**config.mk**
```make
export PLATFORM = sky130hd
export DESIGN_NAME = bin_to_digits
export DESIGN_NICKNAME = d
export VERILOG_FILES = /design/src/rtl/bin_to_digits_pkg.sv /design/src/rtl/bcd_digit_adj.sv /design/src/rtl/bin_to_digits.sv
export SDC_FILE = /design/constraint.sdc
export NUM_CORES = 1
export LEC_CHECK = 0
export ABC_AREA = 0
export BUFFER_PORTS_ARGS = -buffer_cell sky130_fd_sc_hd__clkbuf_2
export CAP_MARGIN = 25
export CORE_MARGIN = 1
export CORE_UTILIZATION = 63
export CTS_BUF_LIST = sky130_fd_sc_hd__clkbuf_4 sky130_fd_sc_hd__clkbuf_8 sky130_fd_sc_hd__clkbuf_16
export DETAILED_ROUTE_END_ITERATION = 12
export PLACE_DENSITY_LB_ADDON = 0.12
export REMOVE_ABC_BUFFERS = 1
export SETUP_SLACK_MARGIN = 0.15
export SYNTH_ARGS = -nofsm -noshare
export SYNTH_HDL_FRONTEND = slang
export SYNTH_SLANG_ARGS = --single-unit
```
**constraint.sdc**
```tcl
create_clock -name clk -period 4.1 [get_ports clk]
set_clock_uncertainty 0.1 [all_clocks]
set_input_delay 0.82 -clock clk [delete_from_list [all_inputs] [get_ports clk]]
set_output_delay 0.82 -clock clk [all_outputs]
set_load 0.02 [all_outputs]
```
**src/rtl/bin_to_digits_pkg.sv**
```systemverilog
// Shared types and constants for the binary-to-display-digit converter.
package bin_to_digits_pkg;

  localparam int          DIG_W        = 4;
  localparam int          N_DIG        = 6;
  localparam int          VAL_W        = DIG_W * N_DIG;
  localparam int          DEF_MAX_DEC  = 999999;
  localparam logic [3:0]  DEF_ERR_CODE = 4'hE;

  typedef enum logic [1:0] {
    ST_IDLE = 2'd0,
    ST_CONV = 2'd1,
    ST_DONE = 2'd2
  } state_t;

endpackage

```
**src/rtl/bcd_digit_adj.sv**
```systemverilog
// Double-dabble nibble corrector: adds 3 to a BCD digit of 5 or more so the
// following left shift carries correctly into the next decimal digit.
module bcd_digit_adj
  import bin_to_digits_pkg::*;
(
  input  logic [DIG_W-1:0] i_nib,
  output logic [DIG_W-1:0] o_nib
);

  assign o_nib = (i_nib >= 4'd5) ? (i_nib + 4'd3) : i_nib;

endmodule

```
**src/rtl/bin_to_digits.sv**
```systemverilog
// Converts a 24-bit binary value into six 4-bit display digit codes, either
// as a direct hex nibble split or as an iterative double-dabble decimal
// conversion. Result registers only change on completion, so the display
// never sees a half-converted value.
module bin_to_digits
  import bin_to_digits_pkg::*;
#(
  parameter int         BIN_W    = 20,
  parameter int         MAX_DEC  = DEF_MAX_DEC,
  parameter logic [3:0] ERR_CODE = DEF_ERR_CODE
) (
  input  logic             clk,
  input  logic             rst_n,
  input  logic             start,
  input  logic             mode_hex,
  input  logic [VAL_W-1:0] value,
  output logic [DIG_W-1:0] data0,
  output logic [DIG_W-1:0] data1,
  output logic [DIG_W-1:0] data2,
  output logic [DIG_W-1:0] data3,
  output logic [DIG_W-1:0] data4,
  output logic [DIG_W-1:0] data5,
  output logic             busy,
  output logic             done,
  output logic             ovf
);

  localparam int               CNT_W     = $clog2(BIN_W);
  localparam logic [VAL_W-1:0] MAX_V     = VAL_W'(MAX_DEC);
  localparam logic [CNT_W-1:0] CNT_LAST  = CNT_W'(BIN_W - 1);

  state_t             r_state;
  state_t             w_state_nxt;
  logic [VAL_W-1:0]   r_value;
  logic               r_mode_hex;
  logic [BIN_W-1:0]   r_shift;
  logic [VAL_W-1:0]   r_bcd;
  logic [CNT_W-1:0]   r_cnt;
  logic [VAL_W-1:0]   r_digits;
  logic               r_done;
  logic               r_ovf;
  logic [VAL_W-1:0]   w_bcd_adj;
  logic               w_short;

  // Hex requests and out-of-range decimal requests skip the iteration phase.
  assign w_short = mode_hex || (value > MAX_V);

  genvar g;
  generate
    for (g = 0; g < N_DIG; g++) begin : g_adj
      bcd_digit_adj u_adj (
        .i_nib (r_bcd[g*DIG_W +: DIG_W]),
        .o_nib (w_bcd_adj[g*DIG_W +: DIG_W])
      );
    end
  endgenerate

  // State register.
  always_ff @(posedge clk or negedge rst_n) begin
    if (!rst_n) r_state <= ST_IDLE;
    else        r_state <= w_state_nxt;
  end

  // Next-state decode: IDLE -> CONV for BIN_W iterations -> DONE for one cycle.
  always_comb begin
    w_state_nxt = r_state;
    case (r_state)
      ST_IDLE: if (start) w_state_nxt = w_short ? ST_DONE : ST_CONV;
      ST_CONV: if (r_cnt == CNT_LAST) w_state_nxt = ST_DONE;
      ST_DONE: w_state_nxt = ST_IDLE;
      default: w_state_nxt = ST_IDLE;
    endcase
  end

  // Request capture, double-dabble iteration and result publication.
  always_ff @(posedge clk or negedge rst_n) begin
    if (!rst_n) begin
      r_value    <= '0;
      r_mode_hex <= 1'b0;
      r_shift    <= '0;
      r_bcd      <= '0;
      r_cnt      <= '0;
      r_digits   <= '0;
      r_done     <= 1'b0;
      r_ovf      <= 1'b0;
    end else begin
      r_done <= 1'b0;
      case (r_state)
        ST_IDLE: begin
          if (start) begin
            r_value    <= value;
            r_mode_hex <= mode_hex;
            if (!w_short) begin
              r_shift <= value[BIN_W-1:0];
              r_bcd   <= '0;
              r_cnt   <= '0;
            end
          end
        end
        ST_CONV: begin
          // The corrected accumulator MSB falls off the top; it is never set
          // for inputs within the decimal range.
          {r_bcd, r_shift} <= {w_bcd_adj, r_shift} << 1;
          r_cnt            <= r_cnt + CNT_W'(1);
        end
        ST_DONE: begin
          r_done <= 1'b1;
          if (r_mode_hex) begin
            r_digits <= r_value;
            r_ovf    <= 1'b0;
          end else if (r_value > MAX_V) begin
            r_digits <= {N_DIG{ERR_CODE}};
            r_ovf    <= 1'b1;
          end else begin
            r_digits <= r_bcd;
            r_ovf    <= 1'b0;
          end
        end
        default: ;
      endcase
    end
  end

  assign busy  = (r_state != ST_IDLE);
  assign done  = r_done;
  assign ovf   = r_ovf;
  assign data0 = r_digits[23:20];
  assign data1 = r_digits[19:16];
  assign data2 = r_digits[15:12];
  assign data3 = r_digits[11:8];
  assign data4 = r_digits[7:4];
  assign data5 = r_digits[3:0];

endmodule
```
[Word level (Yosys, flattened, before mapping)]
Cells that the tools add are included.
Storage, ports and cells
  register bits: 102
  bits of input ports: 28
  output and inout port bits: 27
Operators by class
  $add $sub $neg: 7
  order comparisons: 8
  eq/ne operators: 6
  muxes and demuxes: 24
  reductions and logical operators: 7
Operator list (number)
  2-to-1 mux 24 bit: 4
  greater-than comparator 24 x 20 -> 1 bit (second input constant): 2
  case mux 24 bit (2 select lines): 1
  2-to-1 mux 20 bit: 2
  case mux 20 bit (2 select lines): 1
  >= comparator 4 x 3 -> 1 bit (second input constant): 6
  adder 4 x 2 -> 4 bit (second input constant): 5
  2-to-1 mux 4 bit: 5
  2-to-1 mux 5 bit: 2
  case mux 5 bit (2 select lines): 1
  2-to-1 mux 2 bit: 3
  != test 2 bit (second input constant): 3
  adder 5 x 1 -> 5 bit (second input constant): 1
  equality test 5 bit (second input constant): 1
  case mux 2 bit (2 select lines): 1
  AND reduction 2 bit: 2
  nonzero test 2 bit: 2
  adder 3 x 2 -> 3 bit (second input constant): 1
  2-to-1 mux 1 bit: 3
  2-to-1 mux 3 bit: 1
  AND reduction 3 bit: 1
  equality test 2 x 1 -> 1 bit (second input constant): 1
  equality test 2 bit (second input constant): 1
  zero test 2 bit: 1
  logical OR 1 bit: 1

[Depth between registers and ports, before layout]
  depth after elaboration: 5
  depth in mapped cells: 7
  gate-level depth less buffers: 6

[Hierarchy]
Synthesis repeated with hierarchy kept, for this count alone.
Second synthesis, totals
  cell total of the unflattened synthesis: 452
  area, all modules: 4847.1 um^2
By module, submodules not included
  bin_to_digits: times used 1, cells an instance 356, area an instance 4239.1 um^2, sequential area each 2552.4 um^2
  bcd_digit_adj: times used 6, cells an instance 16, area an instance 101.3 um^2, sequential area each 0.0 um^2

[Least setup slack after synthesis]
OpenSTA, ideal clock, no wires.
  path kind: input to register
  from: input port value[8]
  to: register r_shift[10]
  arrival time: 2086 ps
  data required time: 3875 ps
  path slack: 1789 ps
  stages on the path: 5
  path buffers: 1
  cell sequence: o311ai_1 a311oi_2 nor3_2 buf_4 mux2_2
Between the ends
  longest elaborated chain between the ends: 4
Ends and longest elaborated chain
  start, declared: RTL line bin_to_digits.sv:16  | input logic [VAL_W-1:0] value,
  greater-than comparator 24 x 20 -> 1 bit: RTL line bin_to_digits.sv:46  | assign w_short = mode_hex || (value > MAX_V);
  logical OR 1 bit: RTL line bin_to_digits.sv:46
  != test 2 bit (no line)
  AND reduction 3 bit (no line)
  end signal, assigned: RTL line bin_to_digits.sv:94  | r_shift <= value[BIN_W-1:0];
  end signal, assigned: RTL line bin_to_digits.sv:103  | {r_bcd, r_shift} <= {w_bcd_adj, r_shift} << 1;
  end, declared: RTL line bin_to_digits.sv:36  | logic [BIN_W-1:0] r_shift;
No other way between the ends.
A chain may end at the register's enable or synchronous reset.

[Final worst setup path]
  from: input port value[8]
  to: register r_shift[2]
Same word-level chain as after synthesis.

==> metrics.yaml <==
status:
  run_status: "complete, no violations"
power:
  pwr_density_cell_nw_per_um2: 478
  p_leak_uw: 0.00251
  ir_drop_mv: 0.317
yosys:
  synth_common_cells: "102 x dfrtp_1, 74 x nand2_1, 42 x mux2_2"
  synth_most_common_cell: "dfrtp_1"
  synth_warnings: 0
  syn_inst: 471
  synth_area_leaders: "dfrtp_1 51%, mux2_2 9.5%, nand2_1 5.6%"
  synthFlopType: "dfrtp_1"
  synth_area_um2: 4980
  synth_top_area_share_pct: 51.2
  syn_area_per_cell_um2: 10.6
  synth_edf_count: 0
  synth_seq_cells: 102
  synth_area_leader_cell: "dfrtp_1"
  async_flop_share_pct: 100
  ys_seq_area_share_pct: 51.2
  yosysUniqueCellTypes: 46
setup_path:
  path_cells: "clkbuf_2 > o311ai_1 > a311oi_2 > nor3_4 > buf_4 > mux2_2"
  required_ns: 4.25
  arrival_ns: 2.76
  end_kind: "flip-flop"
  crit_family: "compound AO/OA/AOI/OAI gates"
  crit_type: "input pin to flip-flop"
  critPathMaxFanout: 34
  cp.buffers_inverters: 2
  start_kind: "input pin"
  slowest_delay_ns: 0.44
  critPathSlowestCell: "o311ai_1"
grt:
  track_usage_pct: 29.3
  grt_pass1_wl_um: 18900
  antenna_found_initial: 0
  grt_start_max_net_pins: 59
  first_global_vias: 3779
  grt_overflow: 0
detailed_routing:
  avgRoutedWirePerCell_um: 18.4
  drt_iter0_markers: 190
  postRouteAntennaNets: 0
  firstDrtPassIters: 7
  vias_per_cell: 6.20
  wirelength_um: 11400
  dr_total_vias: 3845
  remaining_drc_errors: 0
floorplanning:
  coreArea_um2: 7690
  initial_core_util_pct: 64.8
  die_y_um: 90.9
  num_io_pins: 55
  die_w_um: 90.9
  rows: 32
  die_area_um2: 8270
placement:
  place_congestion: 0.863
  dpl_cell_area_um2: 5330
  io_buffers: 54
  dpl.hpwl_um: 7570
layout:
  areaGrowthSynthToFinish_pct: 10.4
  drive_above_1_share_pct: 24.1
  final_area_um2: 5500
  layout.nets: 556
  antennaDiodeCount: 0
sta:
  finalHoldViolCount: 0
  rsz0062_at_grt: "false"
  min_period_ns: 2.61
  slew_headroom_pct: 32.6
  period_share_pct: 63.7
  worst_slew_pin_slew_ns: 1.01
  fmax_mhz: 383
  setup_tns_ns: 0
  setup-violations-final: 0
  maxSlewViolCount: 0
cts:
  cts-buffers-inserted: 9
  post_cts_resized: 0
  h-tree-depth: 3
  ctsHoldBuffers: 0
  clk_latency_ns: 0.36
  cts.clk_slew.worst_paths_ns: 0.09
  cts_buffer_depth: 2
  cts_tree: "done"
  cts_setup_buffers: 0
  cts_root_buffer: "clkbuf_8"
  cts.sinks: 102
run:
  cap_viol_max_count: 0
worst_hold_path:
  min_path_type: "flip-flop to flip-flop"
==> power by group <==
| group | internal (µW) | switching, µW | total [µW] |
|---|---|---|---|
| Combinational | 280 | 370 | 650 |
| Sequential | 1230 | 168 | 1390 |
| Clock | 248 | 336 | 583 |
| Total | 1750 | 874 | 2630 |
==> routing by layer <==
metal	share of wire (%)	global-route usage [%]	vias up
li1	-	-	1781
met1	45	41.9	1946
met2	48	46.1	100
met3	4.9	5.36	18
met4	1.7	8.86	0
met5	0	0	-
==> worst min-delay path, stage by stage, from the launching register on <==
cell and delay (ns):
dfrtp_1 0.36, nand2_1 0.05, o31ai_1 0.05
==> flip-flops by register name, summed over array words and instances, names as in the netlist <==
| register | count |
|---|---|
| ovf | 1 |
| r_cnt | 5 |
| r_bcd | 24 |
| done | 1 |
| r_mode_hex | 1 |
| r_shift | 20 |
| r_state | 2 |
| r_digits | 24 |
| r_value | 24 |
==> final cells by class <==
| cell class | instances | area [µm²] |
|---|---|---|
| timing repair buffer | 63 | 360 |
| tap | 102 | 128 |
| multi-input combinational | 317 | 2210 |
| sequential | 102 | 2550 |
| clock inverter | 3 | 21.3 |
| inverter | 22 | 82.6 |
| fill | 594 | 2180 |
| clock buffer | 11 | 151 |
==> cell usage in the layout (no fill, tap or decap), drive strengths merged, types with 9 or more instances in the layout <==
cell type,instances
nor3,9
mux2,43
o21ai,36
ha,13
clkbuf,64
nor4,9
buf,10
xnor2,11
a41oi,12
dfrtp,102
a21oi,16
inv,22
nand2,74
or3,20
==> worst paths after layout <==
kind                                     end  cells past startpoint  slack (ns)        start
worst max-delay path              r_shift[2]                      6        1.49     value[8]
min in group asynchronous       r_digits[16]                      1        0.41        rst_n
worst max register to register  r_digits[23]                      4        1.64  r_value[12]
worst min-delay path                     ovf                      2        0.39          ovf
worst min register to register           ovf                      2        0.39          ovf
max in group asynchronous        r_value[11]                      2        2.67        rst_n
==> metrics by stage <==
step | setup slack (ns) | total power (µW) | cells | utilization, % | hold slack [ns]
finish | 1.49 | 2630 | 620 | 71.6 | 0.388
global route | 1.37 | 2770 | 620 | 71.6 | 0.420
CTS | 1.49 | 2630 | 620 | 71.6 | 0.393
detailed placement | 1.11 | 2060 | 606 | 69.3 | 0.370
global placement | 1.18 | 2020 | 605 | 69.0 | 0.363
floorplan | 0.773 | 1790 | 441 | - | 0.346
==> kinds of logic after synthesis <==
logic type / count (synthesis) / synth area share, %
AOI/OAI and AO/OA: 108 / 14.9
xor gates and xnor gates: 11 / 1.93
adders and majority gates: 13 / 3.26
buffers and inverters: 52 / 4.67
DFF: 102 / 51.2
muxes: 49 / 10.9
and+or+nand+nor: 136 / 13.1
No activity file was read; power rests on OpenSTA's default activity.
